<file path="config.mk">
export PLATFORM = sky130hd
export DESIGN_NAME = rsa_bus_master_flat
export DESIGN_NICKNAME = d
export VERILOG_FILES = /design/src/rtl/rsa_pkg.sv /design/src/rtl/rsa_bus_master_if.sv /design/src/rtl/rsa_bus_master.sv /design/src/flat_wrapper.sv
export SDC_FILE = /design/constraint.sdc
export NUM_CORES = 1
export LEC_CHECK = 0
export ABC_AREA = 1
export CELL_PAD_IN_SITES_DETAIL_PLACEMENT = 0
export CELL_PAD_IN_SITES_GLOBAL_PLACEMENT = 2
export CORE_UTILIZATION = 25
export CTS_BUF_LIST = sky130_fd_sc_hd__clkbuf_4 sky130_fd_sc_hd__clkbuf_8
export DETAILED_ROUTE_END_ITERATION = 6
export GPL_TIMING_DRIVEN = 0
export PLACE_DENSITY_LB_ADDON = 0.1
export SLEW_MARGIN = 20
export SYNTH_ARGS = -nofsm -noshare
export SYNTH_HDL_FRONTEND = slang
export SYNTH_SLANG_ARGS = --single-unit
</file>
<file path="constraint.sdc">
create_clock -name clk -period 1.8 [get_ports clk]
set_input_delay 0.36 -clock clk [delete_from_list [all_inputs] [get_ports clk]]
set_output_delay 0.36 -clock clk [all_outputs]
set_load 0.01 [all_outputs]
</file>
<file path="src/rtl/rsa_pkg.sv">
// Shared types and constants for the RSA box bus master.
package rsa_pkg;

  typedef enum logic [1:0] {
    OP_NONE = 2'd0,
    OP_KEY  = 2'd1,
    OP_ENC  = 2'd2,
    OP_DEC  = 2'd3
  } rsa_op_t;

  localparam int unsigned KEY_WORDS    = 4;
  localparam int unsigned ENC_WORDS    = 5;
  localparam int unsigned DEC_WORDS    = 12;
  localparam int unsigned RESULT_WORDS = 4;
  localparam int unsigned PAYLOAD_W    = 384;
  localparam int unsigned RESULT_W     = 128;

  typedef enum logic [2:0] {
    S_IDLE,
    S_WR_OP,
    S_WR_DATA,
    S_WAIT,
    S_RD_ISSUE,
    S_RD_CAPTURE,
    S_RESP
  } rsa_state_t;

  function automatic logic [3:0] op_words(input rsa_op_t op);
    case (op)
      OP_KEY:  return 4'(KEY_WORDS);
      OP_ENC:  return 4'(ENC_WORDS);
      OP_DEC:  return 4'(DEC_WORDS);
      default: return 4'd0;
    endcase
  endfunction

endpackage

</file>
<file path="src/rtl/rsa_bus_master_if.sv">
// Command/response handshake plus the 32-bit slave bus of the RSA bus master.
interface rsa_bus_master_if
  import rsa_pkg::*;
#(
  parameter int unsigned ADDR_W = 4,
  parameter int unsigned DATA_W = 32
) ();

  logic                 req_valid;
  logic                 req_ready;
  logic [1:0]           req_op;
  logic [PAYLOAD_W-1:0] req_payload;

  logic                 rsp_valid;
  logic                 rsp_ready;
  logic [RESULT_W-1:0]  rsp_data;
  logic                 rsp_err;
  logic                 busy;

  logic                 chipselect;
  logic                 write;
  logic [ADDR_W-1:0]    address;
  logic [DATA_W-1:0]    writedata;
  logic [DATA_W-1:0]    readdata;

  modport master (
    input  req_valid, req_op, req_payload, rsp_ready, readdata,
    output req_ready, rsp_valid, rsp_data, rsp_err, busy,
           chipselect, write, address, writedata
  );

  modport slave (
    output req_valid, req_op, req_payload, rsp_ready, readdata,
    input  req_ready, rsp_valid, rsp_data, rsp_err, busy,
           chipselect, write, address, writedata
  );

endinterface

</file>
<file path="src/rtl/rsa_bus_master.sv">
// Serializes one wide RSA command onto the slave bus and reads back the 128-bit result.
// Optional cycle counter output perf_cycles when RSA_MASTER_PERF_EN is defined.
module rsa_bus_master
  import rsa_pkg::*;
#(
  parameter int unsigned RESULT_WAIT = 2,
  parameter int unsigned ADDR_W      = 4,
  parameter int unsigned DATA_W      = 32
) (
  input  logic             clk,
  input  logic             reset,
  rsa_bus_master_if.master bus
`ifdef RSA_MASTER_PERF_EN
  ,
  output logic [15:0]      perf_cycles
`endif
);

  rsa_state_t           state_q, state_d;
  rsa_op_t              op_q, op_d;
  logic [PAYLOAD_W-1:0] payload_q, payload_d;
  logic [3:0]           nwords_q, nwords_d;
  logic [7:0]           cnt_q, cnt_d;
  logic [RESULT_W-1:0]  result_q, result_d;
  logic                 err_q, err_d;
  logic                 accept;

  always_ff @(posedge clk) begin
    if (!reset) begin
      state_q   <= S_IDLE;
      op_q      <= OP_NONE;
      payload_q <= '0;
      nwords_q  <= '0;
      cnt_q     <= '0;
      result_q  <= '0;
      err_q     <= 1'b0;
    end else begin
      state_q   <= state_d;
      op_q      <= op_d;
      payload_q <= payload_d;
      nwords_q  <= nwords_d;
      cnt_q     <= cnt_d;
      result_q  <= result_d;
      err_q     <= err_d;
    end
  end

  // Payload and result move through shift registers so every bus cycle
  // touches only the low payload word / top result word.
  always_comb begin
    state_d   = state_q;
    op_d      = op_q;
    payload_d = payload_q;
    nwords_d  = nwords_q;
    cnt_d     = cnt_q;
    result_d  = result_q;
    err_d     = err_q;
    accept    = 1'b0;

    bus.req_ready  = 1'b0;
    bus.rsp_valid  = 1'b0;
    bus.chipselect = 1'b0;
    bus.write      = 1'b0;
    bus.address    = '0;
    bus.writedata  = '0;

    case (state_q)
      S_IDLE: begin
        bus.req_ready = 1'b1;
        if (bus.req_valid) begin
          accept    = 1'b1;
          op_d      = rsa_op_t'(bus.req_op);
          payload_d = bus.req_payload;
          nwords_d  = op_words(rsa_op_t'(bus.req_op));
          err_d     = (rsa_op_t'(bus.req_op) == OP_NONE);
          result_d  = '0;
          cnt_d     = '0;
          state_d   = (rsa_op_t'(bus.req_op) == OP_NONE) ? S_RESP : S_WR_OP;
        end
      end
      S_WR_OP: begin
        bus.chipselect = 1'b1;
        bus.write      = 1'b1;
        bus.writedata  = DATA_W'(op_q);
        cnt_d          = 8'd1;
        state_d        = S_WR_DATA;
      end
      S_WR_DATA: begin
        bus.chipselect = 1'b1;
        bus.write      = 1'b1;
        bus.address    = ADDR_W'(cnt_q[3:0]);
        bus.writedata  = payload_q[DATA_W-1:0];
        payload_d      = {{DATA_W{1'b0}}, payload_q[PAYLOAD_W-1:DATA_W]};
        if (cnt_q[3:0] == nwords_q) begin
          cnt_d   = '0;
          state_d = S_WAIT;
        end else begin
          cnt_d = cnt_q + 8'd1;
        end
      end
      S_WAIT: begin
        if (cnt_q == 8'(RESULT_WAIT - 1)) begin
          cnt_d   = '0;
          state_d = S_RD_ISSUE;
        end else begin
          cnt_d = cnt_q + 8'd1;
        end
      end
      S_RD_ISSUE: begin
        bus.chipselect = 1'b1;
        bus.address    = ADDR_W'(cnt_q[1:0]);
        state_d        = S_RD_CAPTURE;
      end
      S_RD_CAPTURE: begin
        result_d = {bus.readdata, result_q[RESULT_W-1:DATA_W]};
        if (cnt_q[1:0] == 2'(RESULT_WORDS - 1)) begin
          cnt_d   = '0;
          state_d = S_RESP;
        end else begin
          cnt_d   = cnt_q + 8'd1;
          state_d = S_RD_ISSUE;
        end
      end
      S_RESP: begin
        bus.rsp_valid = 1'b1;
        if (bus.rsp_ready) state_d = S_IDLE;
      end
      default: state_d = S_IDLE;
    endcase
  end

  assign bus.busy     = (state_q != S_IDLE);
  assign bus.rsp_data = result_q;
  assign bus.rsp_err  = err_q;

`ifdef RSA_MASTER_PERF_EN
  logic [15:0] perf_q;
  logic        counting_q;

  // Counts through the first RESP cycle, then freezes until the next command.
  always_ff @(posedge clk) begin
    if (!reset) begin
      perf_q     <= '0;
      counting_q <= 1'b0;
    end else if (accept) begin
      perf_q     <= '0;
      counting_q <= 1'b1;
    end else if (counting_q) begin
      if (perf_q != '1) perf_q <= perf_q + 16'd1;
      if (state_q == S_RESP) counting_q <= 1'b0;
    end
  end

  assign perf_cycles = perf_q;
`endif

endmodule

</file>
<file path="src/flat_wrapper.sv">
// flat-port wrapper written by rule: the top's interface ports become plain ports
module rsa_bus_master_flat import rsa_pkg::*;
#(
  parameter int unsigned RESULT_WAIT = 2,
  parameter int unsigned ADDR_W      = 4,
  parameter int unsigned DATA_W      = 32
)
  (clk, reset, bus_req_valid, bus_req_op, bus_req_payload, bus_rsp_ready, bus_readdata, bus_req_ready, bus_rsp_valid, bus_rsp_data, bus_rsp_err, bus_busy, bus_chipselect, bus_write, bus_address, bus_writedata);
  rsa_bus_master_if #(.ADDR_W(ADDR_W), .DATA_W(DATA_W)) bus_i ();
  input  logic clk;
  input  logic reset;
  input wire logic [$bits(bus_i.req_valid)-1:0] bus_req_valid;
  input wire logic [$bits(bus_i.req_op)-1:0] bus_req_op;
  input wire logic [$bits(bus_i.req_payload)-1:0] bus_req_payload;
  input wire logic [$bits(bus_i.rsp_ready)-1:0] bus_rsp_ready;
  input wire logic [$bits(bus_i.readdata)-1:0] bus_readdata;
  output wire logic [$bits(bus_i.req_ready)-1:0] bus_req_ready;
  output wire logic [$bits(bus_i.rsp_valid)-1:0] bus_rsp_valid;
  output wire logic [$bits(bus_i.rsp_data)-1:0] bus_rsp_data;
  output wire logic [$bits(bus_i.rsp_err)-1:0] bus_rsp_err;
  output wire logic [$bits(bus_i.busy)-1:0] bus_busy;
  output wire logic [$bits(bus_i.chipselect)-1:0] bus_chipselect;
  output wire logic [$bits(bus_i.write)-1:0] bus_write;
  output wire logic [$bits(bus_i.address)-1:0] bus_address;
  output wire logic [$bits(bus_i.writedata)-1:0] bus_writedata;
  assign bus_i.req_valid = bus_req_valid;
  assign bus_i.req_op = bus_req_op;
  assign bus_i.req_payload = bus_req_payload;
  assign bus_i.rsp_ready = bus_rsp_ready;
  assign bus_i.readdata = bus_readdata;
  assign bus_req_ready = bus_i.req_ready;
  assign bus_rsp_valid = bus_i.rsp_valid;
  assign bus_rsp_data = bus_i.rsp_data;
  assign bus_rsp_err = bus_i.rsp_err;
  assign bus_busy = bus_i.busy;
  assign bus_chipselect = bus_i.chipselect;
  assign bus_write = bus_i.write;
  assign bus_address = bus_i.address;
  assign bus_writedata = bus_i.writedata;
  rsa_bus_master #(.RESULT_WAIT(RESULT_WAIT), .ADDR_W(ADDR_W), .DATA_W(DATA_W)) u_core (.clk(clk), .reset(reset), .bus(bus_i));
endmodule
</file>
==> results of run 1 <==
[sequential cells by signal, summed over array words and instances, names as in the netlist]
signal,flops
u_core.bus.rsp_err,1
u_core.cnt_q,8
u_core.bus.rsp_data,128
u_core.state_q,3
u_core.nwords_q,3
u_core.op_q,2
u_core.payload_q,384
[power breakdown]
group	switching (mW)	leakage, nW	internal [mW]
logic	17.1	8.55	15.8
registers	2.77	4.36	15.5
clock network	5.47	1.15	7.28
[cells by family after synthesis]
group | synth area share
adders and majority gates | 0.00231
DFF | 0.488
AOI/OAI and AO/OA | 0.225
buffers and inverters | 0.0730
xor gates and xnor gates | 0.000807
and+or+nand+nor | 0.211
[final cells by class]
cell class,count,area [um^2],share of cell area
Multi-Input combinational cell,2055,12100,0.327
Sequential cell,529,10600,0.286
Timing Repair Buffer,735,8310,0.224
Buffer,253,2150,0.0579
Clock buffer,159,1990,0.0535
Tap cell,1144,1430,0.0385
Inverter,70,289,0.00778
Clock inverter,18,175,0.00472
Antenna cell,7,17.5,0.000472
[cells in the mapped netlist]
master | instances | area share
nor2_1 | 56 | 0.0097
dfxtp_1 | 529 | 0.49
nand2_2 | 2 | 0.00058
buf_6 | 23 | 0.012
o21ai_0 | 150 | 0.035
a31oi_1 | 351 | 0.10
nand2_4 | 1 | 0.00052
nand2_1 | 950 | 0.16
nand3_1 | 145 | 0.033
buf_2 | 111 | 0.026
nand3_2 | 1 | 0.00046
nor2_2 | 1 | 0.00029
inv_1 | 66 | 0.011
o21a_1 | 1 | 0.00035
clkbuf_1 | 119 | 0.021
xnor2_1 | 2 | 0.00081
a21oi_1 | 171 | 0.039
buf_1 | 10 | 0.0017
inv_2 | 4 | 0.00069
or2_2 | 2 | 0.00058
a211oi_1 | 2 | 0.00069
o21ai_1 | 210 | 0.048
nand4_1 | 4 | 0.0012
o21bai_1 | 1 | 0.00035
buf_4 | 3 | 0.0010
ha_1 | 4 | 0.0023
nor3_1 | 1 | 0.00023
[critical path, delay by kind of cell, from the launching register on]
kind | cells | cell delay (ns)
flip-flops | 1 | 0.36
AND/OR/NAND/NOR | 2 | 0.24
buffers and inverters | 4 | 0.56
[worst paths after layout]
check | start | to | slack [ns] | cells past startpoint
worst max-delay path | u_core.state_q[0] | bus_writedata[27] | -0.43 | 6
worst min-delay path | bus_readdata[31] | u_core.bus.rsp_data[127] | 0.20 | 3
worst max register to register | u_core.state_q[1] | u_core.payload_q[339] | -0.22 | 14
worst min register to register | u_core.payload_q[383] | u_core.payload_q[383] | 0.47 | 2
[what timing repair did]
action	in CTS	in global routing
setup buffers	75	28
pin swaps	5	23
setup endpoints to repair	669	570
gates resized for setup	1042	534
cloned	46	29
[per-layer routing]
| layer | vias to the layer above | global-route usage | part of all wire |
|---|---|---|---|
| li1 | 11700 | - | - |
| met1 | 11500 | 0.294 | 0.43 |
| met2 | 694 | 0.406 | 0.49 |
| met3 | 179 | 0.0591 | 0.063 |
| met4 | 30 | 0.0607 | 0.023 |
| met5 | - | 0 | 0.0018 |
==> flow_summary.ini, run 1 <==
[status]
status = finished with violations
violations = negative setup slack

[cells_and_area]
nets = 4169
final_util = 0.434
post_route_cells_drive_above_1_share = 0.290
layout_common_cells = 933 x nand2_1, 493 x dfxtp_1, 420 x clkdlybuf4s50_1, 284 x a31oi_1, 201 x o21ai_2
syn2layout_area_growth_pct = 71.1
layout.cells.non_filler = 4970
fillers = 8671
final_common_cell = nand2_1
fin_area_um2 = 37200

[logic_synthesis]
synth_cells = 2920
synth_seq_cells = 529
syn_nets = 3346
synthDistinctLibCells = 27
ys_warn_count = 0
yosysSeqAreaShare = 0.488
synth.avg_cell_area_um2 = 7.43
syn-cell-area_um2 = 21700

[grt]
overflow = 0
grt_pass1_wl_um = 156000
antenna_found_initial = 21
grt_max_degree = 15
first_global_vias = 24800
grt_usage = 0.237

[placement]
place.gp.congestion = 0.871
dpl_worst_slack_ns = -1.36
dpl_cell_area_um2 = 29000
io_buffers = 590
dp.cells = 4654
place_hpwl_um = 80400

[critical_path]
path_class = reg -> out
start_kind = register
slowest_stage = dfxtp_4
cp_cell_sequence = inv_4, nand3_4, buf_12, clkbuf_16, nor2_4, buf_6
cp_max_fo = 8
cp-end-kind = output pin
cp.arrival_ns = 1.87
cpPeakStageDelay_ns = 0.36
cp.required_ns = 1.44

[floorplanning]
die_w_um = 297
pin_count = 592
initial_core_util = 0.254
fp.dieH_um = 297
row_count = 107
die_area_um2 = 88000
core_area_um2 = 85500

[sta]
fmax_mhz = 448
slew_headroom = 0.491
final_hold_viol_count = 0
fin_ws_ns = -0.431
layout_min_cycle_time_ns = 2.23
slew_violations = 0
fin_hold_ws_ns = 0.201
period_share = 1.24
fin_skew_ns = 0.0384
rsz0062_at_grt = yes
setup_violations = 403
worst_pin_slew_ns = 0.764
tns_ns = -57.94

[detailed_routing]
routedWlPerCell_um = 22.1
ant_nets = 0
routed_wirelength_um = 110000
drtIter0Drc = 1046
drtPass1Iterations = 6
vias_per_cell = 4.84
dr_total_vias = 24100
drc = 0

[power_and_ir_drop]
power_mw = 63.9
power.density_nw_per_um2 = 1720
peakVddDrop_uv = 858
p_leak_nw = 14.1

[run]
cap_violations = 0

[clocking]
cts-root-buf = clkbuf_8
max-clock-path-buffers = 3
postCtsHoldBufs = 0
cts_made_buffers = 99
cts_tree = built
clkTransAtPathRegs_ns = 0.06
htree_levels = 3
clk_latency_ns = 0.72
cts.sinks = 529

[worst_hold_path]
hp-class = in -> reg
Power figures use the tool's default switching activity.
==> run 2: changes to the inputs <==
--- a/config.mk
+++ b/config.mk
@@ -6,6 +6,7 @@
 export NUM_CORES = 1
 export LEC_CHECK = 0
 export ABC_AREA = 1
+export CAP_MARGIN = 20
 export CELL_PAD_IN_SITES_DETAIL_PLACEMENT = 0
 export CELL_PAD_IN_SITES_GLOBAL_PLACEMENT = 2
 export CORE_UTILIZATION = 25
==> results of run 2 <==
Same layout as run 1: the final DEF is identical, and so are final timing and power.
==> run 3: changes to the inputs <==
--- a/config.mk
+++ b/config.mk
@@ -9,7 +9,7 @@
 export CAP_MARGIN = 20
 export CELL_PAD_IN_SITES_DETAIL_PLACEMENT = 0
 export CELL_PAD_IN_SITES_GLOBAL_PLACEMENT = 2
-export CORE_UTILIZATION = 25
+export CORE_UTILIZATION = 27
 export CTS_BUF_LIST = sky130_fd_sc_hd__clkbuf_4 sky130_fd_sc_hd__clkbuf_8
 export DETAILED_ROUTE_END_ITERATION = 6
 export GPL_TIMING_DRIVEN = 0
==> run 3 against run 2 <==
Compared with the run above:
- the run still ends with negative setup slack left
- via count is 1.9% lower
- hold slack worse by 0.0033 ns
- clock skew is 0.017 ns higher
- register-to-register slack better by 0.09 ns
- worst setup slack worse by 0.062 ns
- critical path depth is 1 higher
- design area is 12% lower
- combinational power is 29% lower
- critical path type unchanged
- critical endpoint is now bus_writedata[22]
- highest routed layer unchanged
==> flow_summary.ini, run 3 (synthesized netlist as in run 1, its figures left out) <==
[status]
status = finished with violations
violations = negative setup slack

[critical_path]
slowest_stage = dfxtp_4
path_class = reg -> out
cp.required_ns = 1.44
start_kind = register
path_buf_inv = 5
crit_path_start = u_core.state_q[0]
cpPeakStageDelay_ns = 0.37
cp.arrival_ns = 1.93
cpLargestDelayFamily = buffers and inverters
cp_cell_sequence = inv_4, nand3_4, buf_12, buf_12, clkbuf_16, nor2_1, buf_2
cp_max_fo = 6
r2r-start = u_core.state_q[0]
cp-end-kind = output pin
path_common_cell = buf_12

[cells_and_area]
syn2layout_area_growth_pct = 51.2
largest-register = u_core.payload_q
final_common_cell = nand2_1
largest_reg_flops = 384
post_route_cells_drive_above_1_share = 0.158
layout_common_cells = 943 x nand2_1, 504 x dfxtp_1, 420 x clkdlybuf4s50_1, 350 x a31oi_1, 208 x o21ai_1
nets = 4094

[clocking]
max-clock-path-buffers = 3
cts_tree = built
htree_levels = 3
clk_latency_ns = 0.73
postCtsHoldBufs = 0
cts_made_buffers = 99
cts.sinks = 529
clkTransAtPathRegs_ns = 0.06
cts-root-buf = clkbuf_8

[grt]
grt_usage = 0.244
grt-busiest-layer = met2
first_global_vias = 24300
overflow = 0
use_met2 = 0.420
grt_util_met1 = 0.308
grt_pass1_wl_um = 152000
antenna_found_initial = 14
met3_usage = 0.0501
grt_max_degree = 15

[floorplanning]
fp.dieH_um = 286
row_count = 103
die_area_um2 = 81500
core_area_um2 = 79300
pin_count = 592
die_w_um = 286
initial_core_util = 0.274

[sta]
layout_min_cycle_time_ns = 2.29
period_share = 1.27
fmax_mhz = 436
worst_pin_slew_ns = 0.683
fin_ws_ns = -0.493
fin_hold_ws_ns = 0.198
rsz0062_at_grt = yes
setup_violations = 250
tns_ns = -29.15
slew_headroom = 0.545
fin_skew_ns = 0.0550
slew_violations = 0
final_hold_viol_count = 0

[detailed_routing]
dr_total_vias = 23600
drc = 0
drtPass1Iterations = 5
ant_nets = 0
routed_wirelength_um = 104000
vias_per_cell = 4.92
routedWlPerCell_um = 21.7
drtIter0Drc = 1266

[power_and_ir_drop]
peakVddDrop_uv = 578
p_leak_nw = 13.0
power.density_nw_per_um2 = 1640
power_mw = 54.0

[worst_hold_path]
hp-class = in -> reg
hp-start = bus_readdata[24]

[placement]
io_buffers = 590
place.gp.congestion = 0.874
place_hpwl_um = 80100

[run]
cap_violations = 0
[run 3: worst min-delay path: cells and delay by family]
kind,cells,cell delay [ns]
buf+inv,1,0.39
compound gates,1,0.05
simple gates,1,0.06
[run 3: per-stage QoR]
stage / setup WS [ns] / area (um^2) / util / cells
floorplan: 0.104 / 21700 / - / 2920
CTS: -0.624 / 31600 / 0.399 / 4755
detailed placement: -1.22 / 28900 / 0.365 / 4560
finish: -0.493 / 32800 / 0.414 / 4798
global placement: -1.23 / 28900 / 0.365 / 4560
global route: -0.596 / 32800 / 0.414 / 4796
[run 3: worst paths after layout]
check                                                end  slack, ns  cells past startpoint
worst max-delay path                   bus_writedata[22]      -0.49                      7
worst min-delay path            u_core.bus.rsp_data[120]       0.20                      3
worst max register to register     u_core.payload_q[160]      -0.13                     12
worst min register to register            u_core.op_q[1]       0.46                      2
[run 3: area by class of cell]
cell class,instances,area (um^2)
plain buffers,263,1910
inverters,70,289
well taps,1050,1310
clock buffers,159,1970
multi-input cells,2055,9770
repair buffers,650,6780
clock inverters,15,135
diodes,7,17.5
flip-flops and latches,529,10600
fillers,8270,46400
[run 3: timing repair]
item | CTS | global route
setup endpoints to repair | 593 | 504
pin swaps | 2 | 2
gates resized for setup | 636 | 157
gates cloned | 3 | 25
setup buffers | 20 | 13
[run 3: where the power goes]
part           switching (mW)  total, mW  internal (mW)  leakage [nW]
Combinational            13.3       23.4           10.2          7.53
Sequential               2.49       18.0           15.5          4.36
Clock                    5.46       12.5           7.07          1.13
Total                    21.2       54.0           32.8          13.0
[run 3: metal layers]
layer | vias up | share of wire
met5 | - | 0.00084
met4 | 14 | 0.022
met3 | 140 | 0.057
met2 | 681 | 0.49
met1 | 11300 | 0.43
li1 | 11500 | -
